## src/rtl/seg_scan_driver.sv

```systemverilog
// Multiplexed scan driver for a common-anode seven-segment display with blanking gaps
// between digits and frame-aligned commit of newly loaded digit values.
module seg_scan_driver #(
    parameter int NUM_DIGITS      = 2,
    parameter int TICKS_PER_DIGIT = 100000,
    parameter int BLANK_TICKS     = 1000
) (
    input  logic                          clock,
    input  logic                          reset_n,
    input  logic [4*NUM_DIGITS-1:0]       digit_val,
    input  logic [NUM_DIGITS-1:0]         digit_en,
    input  logic                          load,
    output logic                          load_ack,
    output logic [NUM_DIGITS-1:0]         an,
    output logic [6:0]                    cathode,
    output logic                          frame_tick,
    output logic [$clog2(NUM_DIGITS)-1:0] cur_digit
);

    localparam int CUR_W     = $clog2(NUM_DIGITS);
    localparam int MAX_TICKS = (TICKS_PER_DIGIT > BLANK_TICKS) ? TICKS_PER_DIGIT : BLANK_TICKS;
    localparam int CNT_W     = $clog2(MAX_TICKS + 1);

    localparam logic [CNT_W-1:0] BLANK_LAST = CNT_W'(BLANK_TICKS - 1);
    localparam logic [CNT_W-1:0] DRIVE_LAST = CNT_W'(TICKS_PER_DIGIT - 1);
    localparam logic [CUR_W-1:0] CUR_LAST   = CUR_W'(NUM_DIGITS - 1);

    typedef enum logic {
        BLANK = 1'b0,
        DRIVE = 1'b1
    } state_t;

    state_t                  state_reg, state_next;
    logic [CNT_W-1:0]        cnt_reg, cnt_next;
    logic [CUR_W-1:0]        cur_reg, cur_next;
    logic [4*NUM_DIGITS-1:0] val_reg, val_next, pend_val_reg;
    logic [NUM_DIGITS-1:0]   en_reg, en_next, pend_en_reg;
    logic                    pend_flag_reg;
    logic                    load_ack_reg;
    logic [NUM_DIGITS-1:0]   an_reg, an_next;
    logic [6:0]              cathode_reg, cathode_next;
    logic                    frame_end;
    logic                    commit;
    logic [3:0]              nib_arr [NUM_DIGITS];

    function automatic logic [6:0] seg_decode(input logic [3:0] v);
        logic [6:0] s;
        case (v)
            4'h0: s = 7'b0000001;
            4'h1: s = 7'b1001111;
            4'h2: s = 7'b0010010;
            4'h3: s = 7'b0000110;
            4'h4: s = 7'b1001100;
            4'h5: s = 7'b0100100;
            4'h6: s = 7'b0100000;
            4'h7: s = 7'b0001111;
            4'h8: s = 7'b0000000;
            4'h9: s = 7'b0000100;
            4'hA: s = 7'b0001000;
            4'hB: s = 7'b1100000;
            4'hC: s = 7'b0110001;
            4'hD: s = 7'b1000010;
            4'hE: s = 7'b0110000;
            default: s = 7'b0111000;
        endcase
        return s;
    endfunction

    always_comb begin
        state_next = state_reg;
        cnt_next   = cnt_reg + 1'b1;
        cur_next   = cur_reg;
        case (state_reg)
            BLANK: begin
                if (cnt_reg == BLANK_LAST) begin
                    state_next = DRIVE;
                    cnt_next   = '0;
                end
            end
            DRIVE: begin
                if (cnt_reg == DRIVE_LAST) begin
                    state_next = BLANK;
                    cnt_next   = '0;
                    cur_next   = (cur_reg == CUR_LAST) ? '0 : cur_reg + 1'b1;
                end
            end
            default: begin
                state_next = BLANK;
                cnt_next   = '0;
            end
        endcase
    end

    assign frame_end = (state_reg == DRIVE) && (cnt_reg == DRIVE_LAST) && (cur_reg == CUR_LAST);
    assign commit    = frame_end && pend_flag_reg;
    assign val_next  = commit ? pend_val_reg : val_reg;
    assign en_next   = commit ? pend_en_reg  : en_reg;

    // Outputs are precomputed from next-state values so they register on the state edge.
    generate
        for (genvar gi = 0; gi < NUM_DIGITS; gi++) begin : g_digit
            assign nib_arr[gi] = val_next[4*gi +: 4];
            assign an_next[gi] = !((state_next == DRIVE) && en_next[gi] &&
                                   (cur_next == CUR_W'(gi)));
        end
    endgenerate

    always_comb begin
        cathode_next = 7'b111_1111;
        if ((state_next == DRIVE) && en_next[cur_next]) begin
            cathode_next = seg_decode(nib_arr[cur_next]);
        end
    end

    always_ff @(posedge clock) begin
        if (!reset_n) begin
            state_reg     <= BLANK;
            cnt_reg       <= '0;
            cur_reg       <= '0;
            val_reg       <= '0;
            en_reg        <= '0;
            pend_val_reg  <= '0;
            pend_en_reg   <= '0;
            pend_flag_reg <= 1'b0;
            load_ack_reg  <= 1'b0;
            an_reg        <= '1;
            cathode_reg   <= 7'b111_1111;
        end else begin
            state_reg    <= state_next;
            cnt_reg      <= cnt_next;
            cur_reg      <= cur_next;
            val_reg      <= val_next;
            en_reg       <= en_next;
            an_reg       <= an_next;
            cathode_reg  <= cathode_next;
            load_ack_reg <= commit;
            // A load coinciding with commit stays pending for the following frame.
            if (load) begin
                pend_val_reg <= digit_val;
                pend_en_reg  <= digit_en;
            end
            pend_flag_reg <= load || (pend_flag_reg && !commit);
        end
    end

    assign load_ack   = load_ack_reg;
    assign an         = an_reg;
    assign cathode    = cathode_reg;
    assign frame_tick = frame_end;
    assign cur_digit  = cur_reg;

endmodule

```

## config.mk

```make
export PLATFORM = sky130hd
export DESIGN_NAME = seg_scan_driver
export DESIGN_NICKNAME = d
export VERILOG_FILES = /design/src/rtl/seg_scan_driver.sv
export SDC_FILE = /design/constraint.sdc
export NUM_CORES = 1
export LEC_CHECK = 0
export ABC_AREA = 1
export BUFFER_PORTS_ARGS = -buffer_cell sky130_fd_sc_hd__buf_2
export CAP_MARGIN = 40
export CORE_MARGIN = 2
export CORE_UTILIZATION = 36
export CTS_BUF_LIST = sky130_fd_sc_hd__clkbuf_16
export CTS_CLUSTER_SIZE = 30
export DETAILED_ROUTE_END_ITERATION = 16
export SYNTH_ARGS = -nofsm -noshare
export SYNTH_HDL_FRONTEND = slang
export SYNTH_SLANG_ARGS = --single-unit
```

## constraint.sdc

```tcl
create_clock -name clock -period 5.9 [get_ports clock]
set_input_delay 0 -clock clock [delete_from_list [all_inputs] [get_ports clock]]
set_output_delay 0 -clock clock [all_outputs]
set_load 0.01 [all_outputs]
```

==> impl_results.md <==
- WP data arrival: 2.76 ns
- Vias in the first global route: 1907
- Placed cell area: 2660 um^2
- Synthesized cell area: 2470 um^2
- Worst Clk Skew: 0.00782 ns
- Synth cell types: 33
- IO buf count: 24
- Mean number of vias per cell: 4.84
- Pin count of the biggest net entering global routing: 19
- Die Y: 86.8 um
- Critical path startpoint category: register
- Clock Power Share: 43.3%
- Min-delay worst type: in2reg
- GPL Wtd Cong: 0.827
- Int Power: 513 uW
- Clk sinks: 50
- H-tree levels: 2
- Syn_area_per_cell: 7.36 um^2
- Least-Margin Pin Slew: 0.509 ns
- Psw: 146 uW
- Setup-failing EPs final: 0
- Max cap viols: 0
- Antenna violations before repair: 0
- Storage cell area: 1000 um^2
- TritonCTS clock tree: yes
- Die area: 7530 um^2
- Cells after Synth: 335
- Sequential area share after synthesis: 40.6%
- Commonest non-fill, non-tap cell in the layout: nand2_1
- Global-route wire length before repair: 8720 um
- Flop pwr share: 53.1%
- Period utilisation layout: 43.5%
- Fillers: 707
- Via count: 2179
- Pre-CTS WS: 3.35 ns
- Yosys warns: 0
- Grt ovf: 0
- CP Capture Type: register
- Initial DRT Pass Iterations: 4
- ANT cells: 0
- Final Non-Filler Cells: 450
- Clock root buffer: clkbuf_16
- Tot Pwr: 658 uW
- Num rows: 30
- DRT iter0 DRCs: 109
- I/O pin count: 25
- DP Cell Count: 433
- FMAX: 390 MHz
- Max FO, Critical Path: 12
- Antenna-violating nets left: 0
- Kind of critical path: reg2reg
- Starting Density: 36.7%
- Final min period: 2.57 ns
- Layout cells sized above 1: 18.1%
- TritonCTS buffer count: 5
- Clock-pin slew on the worst setup and hold paths: 0.07 ns
- DRT Wirelength: 5080 um
- Sw Share: 22.1%
- Post-route setup slack: 3.33 ns
- Overall global routing resource usage: 14.6%
- Multi-input logic area: 1310 um^2
- Die width: 86.8 um
- Fin util: 43.0%
- Wirelength per Cell: 11.3 um
- CTS max path bufs: 2
- Final Max Slew Viols: 0
- Worst skew pair latency: 0.29 ns
- Dpl hpwl: 3760 um
- Worst hold margin: 0.00555 ns
- RSZ-0062 raised after global routing: no
- Sum Neg Setup Slack: 0 ns
- Hold Vio Cnt, Final: 0
- Most frequent cells in the layout: nand2_1, nor2_1, dfxtp_1
- Mapped Nets: 355
- Lkg Pwr: 1.20 nW
- Post-synthesis to final-layout area growth: 17.2%
- Core Area: 6720 um^2
- Comb pwr share: 3.6%
- Final Cell Area: 2890 um^2
- Post-cts sizing count: 0
- Drt drc: 0
- Worst path required time: 6.09 ns
- VDD IR-drop max: 0.152 mV
- Run status: finished clean
- Post-synthesis register bit count: 50
- Max-slew headroom: 65.9%
- Layout Nets: 389
- Cell area power density: 228 nW/um^2
- Largest register FFs: 17
==> path summary, 6_finish.rpt <==
| kind | start | endpoint | slack [ns] | cells past startpoint |
|---|---|---|---|---|
| setup / recovery | cnt_reg[0]$_SDFF_PN0_ | cathode[5]$_SDFF_PN1_ | 3.33 | 15 |
| hold / removal | digit_val[6] | pend_val_reg[6]$_SDFFE_PN0P_ | 0.006 | 3 |
| setup reg to reg | cnt_reg[0]$_SDFF_PN0_ | cathode[5]$_SDFF_PN1_ | 3.33 | 15 |
| hold reg to reg | cnt_reg[0]$_SDFF_PN0_ | cnt_reg[0]$_SDFF_PN0_ | 0.44 | 1 |
==> worst max-delay path, cell delays in order (launching register included) <==
cell and delay (ns):
dfxtp_1 0.35, ha_1 0.21, nand3_2 0.13, inv_1 0.11, nand3_2 0.09, nor2_4 0.16
nand3_2 0.29, inv_1 0.22, nand2_1 0.11, nand3_1 0.08, nand2_1 0.13, ha_1 0.32
nand2_1 0.09, nor2_1 0.04, nor2_1 0.08, nand2_1 0.05
==> synth_stat cells (all sizes together) <==
library cell  number  area [um^2]
nand2             87          377
nor2              58          245
dfxtp             50         1000
nand3             40          255
inv               31          119
o21ai             14         73.8
a21oi             13         65.1
ha                 7         87.6
nand4              7         50.1
nor3               5         30.0
xor2               5         43.8
clkbuf             4         15.0
xnor2              3         26.3
buf                2         16.3
nor3b              2         15.0
a211oi             1         7.51
a31oi              1         6.26
and3               1         6.26
clkinv             1         3.75
nand3b             1         7.51
nor4b              1         8.76
o22ai              1         6.26
==> final cells by class <==
cell class / count / area share, %
clock inverters: 3 / 0.693
clock buffers: 5 / 4.33
inverters: 32 / 4.24
repair buffers: 33 / 7.27
well taps: 80 / 3.46
flip-flops and latches: 50 / 34.6
multi-input cells: 247 / 45.4
==> kinds of logic after synthesis <==
group / after synthesis / synth area share, %
AOI/OAI and AO/OA: 30 / 6.44
DFF: 50 / 40.6
and+or+nand+nor: 202 / 40.3
xor gates and xnor gates: 8 / 2.84
adders and majority gates: 7 / 3.55
buffers and inverters: 38 / 6.24
==> repair_timing <==
item                      4_1_cts  5_1_grt
hold buffers                    9        0
hold endpoints to repair        9        0
buffers inserted                0        0
==> power by group through the flow <==
stage,Combinational (mW),Clock [mW],Sequential (mW)
5_1_grt,0.0275,0.303,0.350
4_1_cts,0.0243,0.291,0.349
6_report,0.0239,0.285,0.350
2_1_floorplan,0.0137,0,0.355
3_3_place_gp,0.0195,0,0.357
3_5_place_dp,0.0198,0,0.357
==> metal layers <==
| metal | GRT usage (%) | wire [um] | part of all wire [%] |
|---|---|---|---|
| met1 | 19.7 | 2610 | 51 |
| met2 | 22.9 | 2250 | 44 |
| met3 | 3.24 | 142 | 2.8 |
| met4 | 5.11 | 86 | 1.7 |
| met5 | 0 | 0 | 0 |
Note: power is estimated with default switching activity, not from simulation.
